[src/rtl/data_fifo.sv]
// data_fifo: valid/ready FIFO holding WIDTH-bit words ahead of the consuming
// datapath stage, with occupancy, almost-full and sticky overflow flags.
//
// Ports:
//   i_clk, i_rst (async, active-high), i_clear (sync flush)
//   i_push_valid / o_push_ready / i_push_data : producer side
//   o_pop_valid  / i_pop_ready  / o_pop_data  : consumer side
//   o_count, o_almost_full, o_overflow        : occupancy and status
module data_fifo #(
    parameter int WIDTH           = 10,
    parameter int DEPTH           = 4,
    parameter int AFULL_THRESHOLD = 3,
    localparam int CW             = $clog2(DEPTH + 1)
) (
    input  logic             i_clk,
    input  logic             i_rst,
    input  logic             i_clear,
    input  logic             i_push_valid,
    output logic             o_push_ready,
    input  logic [WIDTH-1:0] i_push_data,
    output logic             o_pop_valid,
    input  logic             i_pop_ready,
    output logic [WIDTH-1:0] o_pop_data,
    output logic [CW-1:0]    o_count,
    output logic             o_almost_full,
    output logic             o_overflow
);

    localparam int PW = (DEPTH > 1) ? $clog2(DEPTH) : 1;

    localparam logic [CW-1:0] FULL_C  = CW'(DEPTH);
    localparam logic [CW-1:0] AFULL_C = CW'(AFULL_THRESHOLD);
    localparam logic [PW-1:0] LAST_C  = PW'(DEPTH - 1);

    logic [WIDTH-1:0] mem_q [DEPTH];

    logic [PW-1:0] wptr_q, wptr_d;
    logic [PW-1:0] rptr_q, rptr_d;
    logic [CW-1:0] cnt_q,  cnt_d;
    logic          ovf_q,  ovf_d;

    logic push_ok;
    logic pop_ok;

    // Status outputs come straight from registered state only.
    assign o_push_ready  = (cnt_q != FULL_C);
    assign o_pop_valid   = (cnt_q != '0);
    assign o_count       = cnt_q;
    assign o_almost_full = (cnt_q >= AFULL_C);
    assign o_overflow    = ovf_q;
    assign o_pop_data    = mem_q[rptr_q];

    assign push_ok = i_push_valid && o_push_ready;
    assign pop_ok  = o_pop_valid && i_pop_ready;

    // Pointers wrap explicitly at DEPTH-1 so non-power-of-two depths work.
    function automatic logic [PW-1:0] ptr_inc(input logic [PW-1:0] p);
        return (p == LAST_C) ? '0 : p + 1'b1;
    endfunction

    always_comb begin
        wptr_d = wptr_q;
        rptr_d = rptr_q;
        cnt_d  = cnt_q;
        ovf_d  = ovf_q;
        if (i_clear) begin
            wptr_d = '0;
            rptr_d = '0;
            cnt_d  = '0;
            ovf_d  = 1'b0;
        end else begin
            if (push_ok) begin
                wptr_d = ptr_inc(wptr_q);
            end
            if (pop_ok) begin
                rptr_d = ptr_inc(rptr_q);
            end
            unique case ({push_ok, pop_ok})
                2'b10:   cnt_d = cnt_q + 1'b1;
                2'b01:   cnt_d = cnt_q - 1'b1;
                default: cnt_d = cnt_q;
            endcase
            if (i_push_valid && !o_push_ready) begin
                ovf_d = 1'b1;
            end
        end
    end

    always_ff @(posedge i_clk or posedge i_rst) begin
        if (i_rst) begin
            wptr_q <= '0;
            rptr_q <= '0;
            cnt_q  <= '0;
            ovf_q  <= 1'b0;
        end else begin
            wptr_q <= wptr_d;
            rptr_q <= rptr_d;
            cnt_q  <= cnt_d;
            ovf_q  <= ovf_d;
        end
    end

    // A flush discards the pending push; stored words are left in place.
    always_ff @(posedge i_clk or posedge i_rst) begin
        if (i_rst) begin
            for (int i = 0; i < DEPTH; i++) begin
                mem_q[i] <= '0;
            end
        end else if (push_ok && !i_clear) begin
            mem_q[wptr_q] <= i_push_data;
        end
    end

endmodule

[config.mk]
export PLATFORM = sky130hd
export DESIGN_NAME = data_fifo
export DESIGN_NICKNAME = d
export VERILOG_FILES = /design/src/rtl/data_fifo.sv
export SDC_FILE = /design/constraint.sdc
export NUM_CORES = 1
export LEC_CHECK = 0
export BUFFER_PORTS_ARGS = -buffer_cell sky130_fd_sc_hd__buf_2
export CAP_MARGIN = 10
export CORE_MARGIN = 2
export CORE_UTILIZATION = 52
export CTS_CLUSTER_DIAMETER = 40
export DETAILED_ROUTE_END_ITERATION = 16
export HOLD_SLACK_MARGIN = 0.15
export PLACE_DENSITY = 0.73
export REMOVE_ABC_BUFFERS = 1
export SYNTH_ARGS = -nofsm -noshare
export SYNTH_HDL_FRONTEND = slang
export SYNTH_SLANG_ARGS = --single-unit
[constraint.sdc]
create_clock -name i_clk -period 3.2 [get_ports i_clk]
set_input_delay 0.32 -clock i_clk [delete_from_list [all_inputs] [get_ports i_clk]]
set_output_delay 0.32 -clock i_clk [all_outputs]
set_load 0.02 [all_outputs]
# --- Word level (Yosys, flattened, before mapping) ---
# Index checks and enable logic that the tools add are counted.
word_totals:
  input_bits: 15
  word_cells: 51
  regBits: 48
classes:
  n_addsub: 4
  n_lt_le_gt_ge: 4
  reduce_logical: 12
  n_eq_ne: 5
  n_mux: 16
  bitwise_logic: 2
ops:
  columns: ["cell", "n"]
  rows:
  - ["$bwmux W40", 1]
  - ["$mux W10", 3]
  - ["$bmux W10 S2", 1]
  - ["$demux W10 S2", 1]
  - ["$mux W2", 6]
  - ["$eq A2 B2 Y1 const B", 3]
  - ["$ge A3 B3 Y1 const B", 2]
  - ["$not A2 Y3", 2]
  - ["$pmux W3 S2", 1]
  - ["$reduce_bool A2 Y1", 3]
  - ["$reduce_bool A3 Y1", 2]
  - ["$logic_and A1 B1 Y1", 5]
  - ["$add A2 B1 Y2 const B", 2]
  - ["$add A3 B1 Y3 const B", 1]
  - ["$ge A3 B2 Y1 const B", 1]
  - ["$lt A3 B1 Y1 const B", 1]
  - ["$mux W3", 1]
  - ["$ne A3 B3 Y1 const B", 1]
  - ["$sub A3 B1 Y3 const B", 1]
  - ["$eq A2 B1 Y1 const B", 1]
  - ["$logic_not A1 Y1", 2]
  - ["$mux W1", 2]

# --- Longest topological paths before layout ---
depth:
  depth_word: 6
  mapped_depth: 7

# --- Worst setup path after synthesis ---
# Ideal clock, no wire load.
synth_timing:
  path_type: "reg-to-reg"
  startpoint: "register cnt_q[0], in the netlist o_count[0]"
  endpoint: "register cnt_q[2], in the netlist o_count[2]"
  arrival_ns: 2.296
  path_stages_with_launch: 8
  n_path_buf: 1
  slack_ns: 0.822
  setup_time_ns: 0.082
  path_cell_list: "dfrtp_1 > buf_2 > o31ai_1 > nor2_1 > fa_1 > nand2b_1 > or4_1 > a31oi_1"
synth_via:
  elab_chain_len: 5
  elab_cells_between_ends: 11
  cone_classes: "add/sub: 2; eq/ne: 3; mux: 2; reduce/logical: 4"
synth_lines:
  columns: ["item", "line", "source"]
  rows:
  - ["start, declared", "39", "logic [CW-1:0] cnt_q, cnt_d;"]
  - ["start signal, assigned", "98", "cnt_q <= cnt_d;"]
  - ["$ne A3 B3 Y1 / $reduce_bool A3 Y1 (equally long branches)", "46, 47", null]
  - ["$logic_and A1 B1 Y1 (on tied branches)", "53, 54", null]
  - ["$eq A2 B1 Y1 / $eq A2 B2 Y1 (equally long branches)", "78", "unique case ({push_ok, pop_ok})"]
  - ["$pmux W3 S2", "78", null]
  - ["$mux W3", "66", "if (i_clear) begin"]
# Several ways; a longest one is shown, not always the timed one.
# A chain may end at the register's enable or synchronous reset.

# --- Worst setup path in the final report ---
# Ends and elaborated chain as after synthesis.

==> flow_summary_export.csv <==
group,metric,value,unit
critical_path,cpMaxStageDelayCell,"o31ai_1",
floorplanning,fp.dieW,71.2,um
clock_network,clk_pin_slew,90,ps
grt,grt_pass1_vias,1472,
power_and_ir_drop,peakVddDrop,0.000281,V
finish,antennaDiodeCount,0,
clock_network,clock_latency,310,ps
clock_network,cts_made_buffers,5,
grt,antenna_found_initial,0,
finish,multi_input_area,0.00108,mm^2
logic_synthesis,yosys_warnings,0,
place,dpl_cell_area,0.00253,mm^2
critical_path,cp-start-kind,"flip-flop",
grt,grt_pass1_wl,7010,um
floorplanning,die_height,71.2,um
clock_network,cts_setup_buffers,0,
finish,final_area,0.00264,mm^2
finish,fin_cells,245,
flow_run,max_cap_viol_count,0,
logic_synthesis,synth.yosys.seq_area_share,0.512,
finish,syn2layout_area_growth,12.5,%
clock_network,cts_hold_buf,0,
finish,final_common_cell,"dfrtp_1",
grt,grt-ovfl-total,0,
critical_path,slowest_delay,570,ps
timing,worst_hold_slack,229,ps
timing,rsz0062_at_grt,"no",
critical_path,crit_path_max_fanout,12,
timing,fin_ws,722,ps
finish,final_cell_mix,"dfrtp_1, mux2_2, buf_2",
clock_network,htreeDepth,2,
clock_network,cts.repair.resized,0,
finish,final_util,0.606,
floorplanning,start_util,0.539,
critical_path,required,3430,ps
finish,fill_cells,348,
routing,drc,0,
logic_synthesis,syn-cell-area,0.00234,mm^2
routing,first_iter_violations,53,
floorplanning,num_io_pins,32,
timing,slew_headroom,0.356,
power_and_ir_drop,power_density,673,mW/mm^2
timing,tightest_slew,964,ps
timing,fin_crit,2480,ps
place,dp_hpwl,2930,um
routing,firstDrtPassIters,4,
timing,skew,9.43,ps
critical_path,setup.worst_path.class,"reg2reg",
timing,fin_tns_setup,0,ps
place,gp_congestion,0.680,
timing,fmax,404,MHz
critical_path,path_cells,"o31ai_1, nor2_1, fa_1, nand2b_1, or4_1, a31oi_1",
timing,setup_viol,0,
routing,vias_per_cell,5.72,
critical_path,r2r_slack,720,ps
critical_path,rr_worst_depth,6,
logic_synthesis,ys_ff_latch,48,
timing,slew_violations,0,
critical_path,end_kind,"flip-flop",
finish,drive_above_1_share,0.492,
finish,layout.nets,213,
clock_network,cts_tree,"built",
power_and_ir_drop,p_leak,1.20,nW
clock_network,root_buffer,"clkbuf_8",
floorplanning,die_area,0.00506,mm^2
logic_synthesis,syn_area_per_cell,14.5,um^2
floorplanning,coreArea,0.00435,mm^2
logic_synthesis,ys_types,32,
min_path,min-delay-path-class,"in2async",
logic_synthesis,netlist_instances,162,
routing,postRouteAntennaNets,0,
routing,wl_per_cell,17.1,um
place,placed_cells,237,
critical_path,rr_startpoint,"o_count[0]$_DFFE_PP0P_",
routing,num_vias,1401,
place,post-place-ws,762,ps
power_and_ir_drop,total_power,1.78,mW
clock_network,clock_sinks,48,
clock_network,clk_path_buf_depth,2,
routing,wl,4190,um
finish,seqCellArea,0.00120,mm^2
grt,grtUsageTotal,0.184,
floorplanning,rows,24,
timing,timing.final.hold_violations,0,
timing,fin_crit_sh,0.774,
run_status,outcome,"completed",
grt,grt_max_degree,49,
place,port_buffers,31,
critical_path,timing.rr.end,"o_count[2]$_DFFE_PP0P_",
critical_path,critPathArrivalTime,2710,ps
[cell families (layout without fill, tap and decap cells)]
logic type,after synthesis,after routing,synth area share
adder cells (fa/ha/maj),6,6,0.0352
AND/OR/NAND/NOR,24,24,0.0800
XOR/XNOR,1,1,0.00374
buffers and inverters,15,46,0.0272
AO/OA/AOI/OAI,16,16,0.0443
multiplexers,52,52,0.297
flip-flops,48,48,0.512
[sequential cells by signal, summed over array words and instances, names as in the netlist]
signal / flops
mem_q: 40
wptr_q: 2
o_count: 3
rptr_q: 2
o_overflow: 1
[report_power, final]
part | switching (mW) | total, mW | internal (mW)
sequential | 0.102 | 0.870 | 0.768
clock | 0.201 | 0.432 | 0.231
combinational | 0.213 | 0.473 | 0.260
[synth_stat cells]
cell type   n  area [um^2]
or4_1       2         15.0
o21a_1      1         7.51
nor2_1      6         22.5
o211ai_1    2         15.0
mux2_1      3         33.8
inv_1       6         22.5
mux2_2     38          428
or2_2       1         6.26
nand3b_1    1         7.51
buf_2       6         30.0
a31oi_1     1         6.26
a21o_1      1         7.51
mux4_2     10          225
dfrtp_1    48         1200
or3_1       2         12.5
clkbuf_1    2         7.51
a21oi_1     5         25.0
mux2i_1     1         10.0
ha_1        5         62.6
a211oi_1    1         7.51
inv_2       1         3.75
nand3_1     3         15.0
nand3_4     4         70.1
o21ai_0     2         10.0
nand2_1     2         7.51
nand2b_1    1         6.26
nor3b_4     1         18.8
o2111ai_1   2         17.5
fa_1        1         20.0
o31ai_1     1         7.51
xnor2_1     1         8.76
nor2b_1     1         6.26
[routing by layer]
layer,vias to the layer above,track usage,share of wire
li1,654,-,-
met1,710,0.223,0.42
met2,30,0.316,0.52
met3,7,0.0356,0.039
met4,0,0.0839,0.015
met5,-,0,0
[how the worst max path moves through the flow]
stage,startpoint,to,depth (start not counted)
after detailed placement,o_count[0]$_DFFE_PP0P_,o_count[2]$_DFFE_PP0P_,6
after global placement,o_count[0]$_DFFE_PP0P_,o_count[2]$_DFFE_PP0P_,6
after floorplan,o_count[0]$_DFFE_PP0P_,o_count[2]$_DFFE_PP0P_,6
final,o_count[0]$_DFFE_PP0P_,o_count[2]$_DFFE_PP0P_,6
after CTS,o_count[0]$_DFFE_PP0P_,o_count[2]$_DFFE_PP0P_,6
after global routing,o_count[0]$_DFFE_PP0P_,o_count[2]$_DFFE_PP0P_,6
[layout make-up]
class,count,share of cell area
clock buffers,5,0.0261
clock inverters,3,0.0161
inverters,7,0.00996
multi-input cells,99,0.409
flip-flops and latches,48,0.455
well taps,52,0.0247
repair buffers,31,0.0588
[worst max-delay path, delay by kind of cell, from the launching register on]
| kind | cells | cell delay (ps) |
|---|---|---|
| AOI/OAI and AO/OA | 2 | 740 |
| and+or+nand+nor | 3 | 710 |
| adders and majority gates | 1 | 420 |
| DFF | 1 | 540 |
Note: power is estimated with default switching activity, not from simulation.
